File: config.mk
export PLATFORM = sky130hd
export DESIGN_NAME = alu_op_sequencer
export DESIGN_NICKNAME = d
export VERILOG_FILES = /design/src/rtl/alu_op_sequencer.sv
export SDC_FILE = /design/constraint.sdc
export NUM_CORES = 1
export LEC_CHECK = 0
export CAP_MARGIN = 25
export CORE_MARGIN = 3
export CORE_UTILIZATION = 35
export CTS_CLUSTER_SIZE = 28
export DETAILED_ROUTE_END_ITERATION = 8
export HOLD_SLACK_MARGIN = 0.15
export PLACE_DENSITY = 0.74
export SLEW_MARGIN = 20
export SYNTH_ARGS = -nofsm -noshare
export SYNTH_HDL_FRONTEND = slang
export SYNTH_SLANG_ARGS = --single-unit
File: constraint.sdc
create_clock -name clk -period 10.8 [get_ports clk]
set_input_delay 1.08 -clock clk [delete_from_list [all_inputs] [get_ports clk]]
set_output_delay 1.08 -clock clk [all_outputs]
set_load 0.02 [all_outputs]
File: src/rtl/alu_op_sequencer.sv
// alu_op_sequencer: stages operands for the external combinational ALU and
// captures its result. Operand A is taken from bus_in in the start cycle and
// operand B in the cycle after that. The opcode and both operands then stay
// stable while the ALU works. Multiply and divide get extra cycles. The ALU
// result is captured into zhi_q/zlo_q, and done pulses for one cycle.
module alu_op_sequencer #(
   parameter int DATA_W        = 32,
   parameter int SHAMT_W       = 5,
   parameter int MULDIV_CYCLES = 4
) (
   input  logic                  clk,
   input  logic                  clr,
   input  logic                  start,
   input  logic [4:0]            opcode,
   input  logic [DATA_W-1:0]     bus_in,
   input  logic [2*DATA_W-1:0]   alu_z,
   output logic [4:0]            op_q,
   output logic [DATA_W-1:0]     y_q,
   output logic [DATA_W-1:0]     b_q,
   output logic [DATA_W-1:0]     zhi_q,
   output logic [DATA_W-1:0]     zlo_q,
   output logic                  busy,
   output logic                  done,
   output logic                  err
);

   localparam logic [4:0] OP_SHR = 5'd4;
   localparam logic [4:0] OP_ROL = 5'd8;
   localparam logic [4:0] OP_MUL = 5'd9;
   localparam logic [4:0] OP_DIV = 5'd10;
   localparam logic [4:0] OP_NOT = 5'd12;

   localparam int CNT_W = $clog2(MULDIV_CYCLES + 1);

   typedef enum logic [2:0] {
      S_IDLE,
      S_LOAD_B,
      S_EXEC,
      S_WAIT,
      S_DONE
   } state_t;

   state_t             state;
   logic [CNT_W-1:0]   cnt;

   logic               is_shift;
   logic               is_legal;
   logic               is_muldiv;
   logic               div_zero;
   logic [DATA_W-1:0]  b_load;
   logic [DATA_W-1:0]  cap_zhi;
   logic [DATA_W-1:0]  cap_zlo;
   logic               cap_err;

   // The opcode is already latched when B is loaded, so decode from op_q.
   assign is_shift  = (op_q >= OP_SHR) && (op_q <= OP_ROL);
   assign is_legal  = (op_q <= OP_NOT);
   assign is_muldiv = (op_q == OP_MUL) || (op_q == OP_DIV);
   assign div_zero  = (op_q == OP_DIV) && (b_q == '0);

   // For shifts and rotates only the count bits are kept, so a count of 33 means 1.
   assign b_load = is_shift ? DATA_W'(bus_in[SHAMT_W-1:0]) : bus_in;

   // Status outputs are decoded from the state register only.
   assign busy = (state == S_LOAD_B) || (state == S_EXEC) || (state == S_WAIT);
   assign done = (state == S_DONE);

   // Select what is written into Z and err for the current opcode.
   always_comb begin
      // NOTE: every output gets a default first, so no path can leave a value unassigned and infer a latch.
      cap_zhi = '0;
      cap_zlo = alu_z[DATA_W-1:0];
      cap_err = 1'b0;
      if (op_q == OP_MUL || (op_q == OP_DIV && !div_zero)) begin
         cap_zhi = alu_z[2*DATA_W-1:DATA_W];
      end
      if (div_zero) begin
         cap_zlo = '0;
         cap_err = 1'b1;
      end
   end

   // Sequencer FSM: operand staging, mul/div wait count, and result capture.
   always_ff @(posedge clk or posedge clr) begin
      if (clr) begin
         state <= S_IDLE;
         cnt   <= '0;
         op_q  <= '0;
         y_q   <= '0;
         b_q   <= '0;
         zhi_q <= '0;
         zlo_q <= '0;
         err   <= 1'b0;
      end else begin
         // NOTE: state registers use non-blocking assignments so every branch reads the pre-edge values.
         case (state)
            S_IDLE, S_DONE: begin
               err <= 1'b0;
               if (start) begin
                  y_q   <= bus_in;
                  op_q  <= opcode;
                  state <= S_LOAD_B;
               end else begin
                  state <= S_IDLE;
               end
            end
            S_LOAD_B: begin
               b_q   <= b_load;
               state <= S_EXEC;
            end
            S_EXEC: begin
               if (!is_legal) begin
                  err   <= 1'b1;
                  state <= S_DONE;
               end else if (is_muldiv && (MULDIV_CYCLES > 1)) begin
                  cnt   <= CNT_W'(MULDIV_CYCLES - 1);
                  state <= S_WAIT;
               end else begin
                  zhi_q <= cap_zhi;
                  zlo_q <= cap_zlo;
                  err   <= cap_err;
                  state <= S_DONE;
               end
            end
            S_WAIT: begin
               if (cnt == CNT_W'(1)) begin
                  zhi_q <= cap_zhi;
                  zlo_q <= cap_zlo;
                  err   <= cap_err;
                  state <= S_DONE;
               end else begin
                  cnt <= cnt - CNT_W'(1);
               end
            end
            default: state <= S_IDLE;
         endcase
      end
   end

endmodule

==> impl_metrics.toml, run 1 <==
[synth]
ys_seq_area_share_pct = 57.8
synth_edf_count = 0
ys_seq_elements = 140
yosys.area.top_type_share_pct = 57.8
postSynthCellCount = 483
syn-mean-instance-area_um2 = 12.6
synth-async-reset-ratio_pct = 100
yosysUniqueCellTypes = 44
ys.flop_type = "dfrtp_1"
synth_fp_nets = 589
yosysTopAreaCell = "dfrtp_1"
synth_area_leaders = "dfrtp_1, mux2_2, o2bb2ai_1"
yosysWarningCount = 0
synth.cell_area_um2 = 6060

[global_route]
grt_overflow = 0
grt_first_pass_wirelength_um = 27200
antenna_found_initial = 0
grt_pass1_vias = 5126
grt_start_max_net_pins = 73
grt_usage_pct = 18.6

[clock_network]
htree_num_levels = 4
clk_pin_slew_ps = 60
cts_made_buffers = 17
root_buffer = "clkbuf_16"
cts-resized-gates = 0
clk-insertion-delay-late_ps = 420
cts_tree = "built"
cts_buffer_depth = 2
cts.sinks = 140
cts_setup_buffers = 0
holdBufCountCts = 0

[sta]
min_period_ps = 2970
setup_tns_ps = 0
hold_violations = 0
rsz0062_at_grt = "false"
slew_viol_final = 0
worstMarginPinSlew_ps = 957
whs_ps = 490
fmax_mhz = 337
final-setup-viol-count = 0
fin_crit_sh_pct = 27.5
skew_ps = 14.8
relSlewSlack_pct = 36.2

[setup_path]
crit_slowest_cell = "clkdlybuf4s50_1"
slowest_delay_ps = 600
start_kind = "flip-flop"
end_kind = "output pin"
arrival_ps = 1890
rr_worst_depth = 4
required_ps = 9720
path_cells = "nor2_1 > and2_1 > clkdlybuf4s50_1"
critPathMaxFanout = 7
path_class = "flip-flop to output pin"

[power_and_ir_drop]
p_int_mw = 1.83
p_sw_mw = 1.13
p_sw_share_pct = 38.2
pwr-share-comb_pct = 47.3
power_density_nw_per_um2 = 323
pwr-share-clk_pct = 20.7
leakagePower_nw = 3.78
peakVddDrop_uv = 179
seq_power_share_pct = 32.0
power_mw = 2.96

[layout]
insertedDiodeCount = 0
fin_util_pct = 54.8
syn_to_final_growth_pct = 51.4
drive_above_1_share_pct = 17.1
final_common_cell = "clkdlybuf4s50_1"
fin_nets = 808
n_fill_cell = 1382
mostFrequentLayoutCells = "clkdlybuf4s50_1, dfrtp_1, mux2_2"

[floorplan]
die_h_um = 138
core_region_area_um2 = 16800
start_util_pct = 36.2
dieArea_um2 = 18900
die_x_um = 138
ioPinCount = 240
num_rows = 47

[job]
max-cap-violations = 0

[route]
ant_nets = 0
drt_iter0_drc = 211
vias = 4984
dr.pass1.iters = 4
drc = 0
wl_um = 17600
via_per_inst = 5.33
wl_per_cell_um = 18.8

[place]
dp_hpwl_um = 12100
port_buffers = 239
gp_congestion = 0.819

[hold_path]
hold_depth = 1
hp-class = "flip-flop to flip-flop"

[status]
status = "finished clean"
## logic make-up after synthesis
family,share of synthesized area [%]
fa+ha+maj,0.413
compound gates,22.0
simple gates,7.22
buf+inv,4.58
mux,7.78
xor+xnor,0.289
flops,57.8
## power by group through the flow
stage / Combinational, mW / Sequential [mW] / Clock (mW)
after floorplan: 0.531 / 1.19 / 0
after global placement: 1.38 / 0.946 / 0
after detailed placement: 1.41 / 0.948 / 0
after CTS: 1.42 / 0.949 / 0.626
after global routing: 1.50 / 0.978 / 0.651
final: 1.40 / 0.948 / 0.614
## synth_stat cells, types with 2 or more instances
library cell,n
inv_1,6
nand2_1,3
mux2_2,41
ha_1,2
o21ai_0,5
and2_1,4
nand3_1,32
a21oi_2,2
clkbuf_1,14
buf_6,7
nor2_1,5
o21ai_2,30
buf_2,24
o21ai_1,32
nor4_1,8
nor3b_1,2
o2bb2ai_1,34
nand2b_1,6
a22oi_1,33
o211ai_1,2
a22o_1,27
nand4_1,3
dfrtp_1,140
## per-layer routing
metal | vias to the layer above | share of wire, % | GRT usage (%)
li1 | 2267 | - | -
met1 | 2467 | 41 | 22.9
met2 | 239 | 46 | 28.4
met3 | 11 | 12 | 9.90
met4 | 0 | 0.85 | 4.93
met5 | - | 0 | 0
## final cells by class
cell class / instances / area (um^2) / area share [%]
sequential: 140 / 3500 / 38.2
timing repair buffer: 246 / 2450 / 26.7
multi-input combinational: 291 / 2300 / 25.1
clock buffer: 18 / 439 / 4.78
tap: 220 / 275 / 3.00
clock inverter: 14 / 181 / 1.98
inverter: 6 / 27.5 / 0.300
## worst max-delay path: cells and delay by family, from the launching register on
kind                   cells  cell delay [ps]
buffers and inverters      1              600
DFF                        1              450
and+or+nand+nor            2              420
## final timing paths
path                             end  startpoint  slack, ps
max                             done    state[0]       7830
min                        zlo_q[29]   zlo_q[29]        490
max reg2reg                zlo_q[22]     op_q[2]       8240
min reg2reg                zlo_q[29]   zlo_q[29]        490
max in group asynchronous   zlo_q[7]         clr       8260
min in group asynchronous  zlo_q[30]         clr       1110
## through the flow
| step | instances | setup WS, ps | instance area [um^2] |
|---|---|---|---|
| 6_report | 935 | 7830 | 9180 |
| 5_1_grt | 935 | 7750 | 9180 |
| 4_1_cts | 935 | 7830 | 9180 |
| 3_5_place_dp | 903 | 7760 | 8560 |
| 3_3_place_gp | 902 | 7860 | 8540 |
| 2_1_floorplan | 483 | 5970 | 6060 |
## flip-flops by register name (all words and copies together), names as in the netlist
| signal | count |
|---|---|
| err | 1 |
| b_q | 32 |
| state | 3 |
| zlo_q | 32 |
| zhi_q | 32 |
| y_q | 32 |
| op_q | 5 |
| cnt | 3 |
(Power assumes the default switching activity.)
==> run 2, diff against run 1 <==
--- a/config.mk
+++ b/config.mk
@@ -11,7 +11,7 @@
 export CTS_CLUSTER_SIZE = 28
 export DETAILED_ROUTE_END_ITERATION = 8
 export HOLD_SLACK_MARGIN = 0.15
-export PLACE_DENSITY = 0.74
+export PLACE_DENSITY = 0.76
 export SLEW_MARGIN = 20
 export SYNTH_ARGS = -nofsm -noshare
 export SYNTH_HDL_FRONTEND = slang
==> constraint.sdc (replaced) <==
create_clock -name clk -period 2.7 [get_ports clk]
set_input_delay 0.27 -clock clk [delete_from_list [all_inputs] [get_ports clk]]
set_output_delay 0.27 -clock clk [all_outputs]
set_load 0.02 [all_outputs]
==> run 2 against run 1 <==
Clock power grew to 3.9 times the previous value. Die area is the same. Flip-flop and latch count is the same. Count of clock-buffer cells in the layout is the same. Critical endpoint is now zhi_q[14].
==> impl_metrics.toml, run 2 (synthesis results as in run 1) <==
[status]
status = "finished clean"

[clock_network]
cts.sinks = 140
clk-insertion-delay-late_ps = 410
cts_tree = "built"
cts_setup_buffers = 0
holdBufCountCts = 0
root_buffer = "clkbuf_16"
cts-resized-gates = 0
cts_buffer_depth = 2
clk_pin_slew_ps = 60
cts_made_buffers = 17
htree_num_levels = 4

[route]
ant_nets = 0
dr.pass1.iters = 4
wl_um = 17700
drt_iter0_drc = 176
drc = 0
vias = 4966
wl_per_cell_um = 18.7
via_per_inst = 5.27

[setup_path]
path_class = "flip-flop to flip-flop"
slowest_delay_ps = 500
rr_worst_depth = 5
crit_start = "state[0]"
timing.rr.start = "state[0]"
required_ps = 3010
crit_slowest_cell = "nor4b_2"
rrSetupSlack_ps = 510
regToRegEndpoint = "zhi_q[14]"
path_cells = "nor4b_2 > o211a_4 > buf_4 > o21ai_1 > a22oi_1"
start_kind = "flip-flop"
critPathBufInv = 1
arrival_ps = 2500
critPathMaxFanout = 30
critical_path_depth = 5
crit_family = "compound AO/OA/AOI/OAI gates"
end_kind = "flip-flop"
endpoint = "zhi_q[14]"

[place]
dp_hpwl_um = 12400
dpl_cell_area_um2 = 8650
port_buffers = 239
pre_cts_slack_ps = 526
gp_congestion = 0.781

[sta]
fmax_mhz = 457
setup_tns_ps = 0
slew_viol_final = 0
relSlewSlack_pct = 52.3
worstMarginPinSlew_ps = 716
hold_violations = 0
min_period_ps = 2190
fin_crit_sh_pct = 81.1
skew_ps = 11.8
timing.final.ws_setup_ps = 511
final-setup-viol-count = 0
rsz0062_at_grt = "false"

[power_and_ir_drop]
peakVddDrop_uv = 609
leakagePower_nw = 3.82
power_density_nw_per_um2 = 1280

[floorplan]
die_x_um = 138
die_h_um = 138
dieArea_um2 = 18900
start_util_pct = 36.2
num_rows = 47
ioPinCount = 240
core_region_area_um2 = 16800

[layout]
insertedDiodeCount = 0
final_common_cell = "clkdlybuf4s50_1"
n_fill_cell = 1405
drive_above_1_share_pct = 17.9
mostFrequentLayoutCells = "clkdlybuf4s50_1, dfrtp_1, mux2_2"
fin_util_pct = 55.2
fin_nets = 815
syn_to_final_growth_pct = 52.6
fin_area_um2 = 9250

[hold_path]
hp-class = "input port to asynchronous set/reset pin"

[global_route]
grt_overflow = 0
grt_pass1_vias = 5146
grt_first_pass_wirelength_um = 27600
grt_usage_pct = 18.7
antenna_found_initial = 0
grt_start_max_net_pins = 92

[job]
max-cap-violations = 0
[run 2: cell count changes in the layout (fill, tap and decap cells not counted)]
cell | previous run | this run
clkinv_2 | 2 | 5
buf_4 | 6 | 10
a21oi_2 | 1 | 2
inv_6 | 6 | 3
buf_12 | 0 | 4
buf_8 | 1 | 0
clkinv_4 | 0 | 2
inv_8 | 2 | 0
a21oi_4 | 1 | 0
[run 2: layer usage]
| layer | vias to the layer above | global-route usage, % | share of wire [%] |
|---|---|---|---|
| met2 | 207 | 30.5 | 50 |
| met4 | 0 | 5.76 | 0.62 |
| met1 | 2465 | 23.0 | 41 |
| met5 | - | 0 | 0 |
| li1 | 2284 | - | - |
| met3 | 10 | 6.76 | 9.2 |
[run 2: power by group]
group	internal [mW]	leakage [nW]	switching [mW]
Sequential	3.07	1.74	0.703
Clock	1.48	0.301	0.916
Combinational	2.81	1.78	2.85
[run 2: area by class of cell]
cell class	instances	area, um^2	area share [%]
multi-input cells	291	2300	24.8
flip-flops and latches	140	3500	37.9
inverters	6	26.3	0.284
clock inverters	14	166	1.80
well taps	220	275	2.97
repair buffers	253	2550	27.5
clock buffers	18	439	4.75
[run 2: worst min path at each step]
stage / slack, ps / endpoint / cells past startpoint
5_1_grt: 400 / cnt[1] / 3
3_3_place_gp: 470 / zlo_q[14] / 1
3_5_place_dp: 480 / zlo_q[3] / 1
2_1_floorplan: 390 / op_q[4] / 2
4_1_cts: 380 / b_q[7] / 3
6_report: 330 / cnt[2] / 3
[run 2: through the flow]
| step | std cells | total power [mW] | hold WS, ps |
|---|---|---|---|
| floorplan | 483 | 6.87 | 387 |
| global placement | 910 | 9.33 | 474 |
| detailed placement | 910 | 9.49 | 477 |
| CTS | 942 | 12.0 | 380 |
| global route | 942 | 12.5 | 403 |
| finish | 942 | 11.8 | 326 |
[run 2: worst min-delay path, cell delays in order]
cell and delay [ps]:
clkdlybuf4s50_1 440, clkinvlp_4 100, buf_12 330
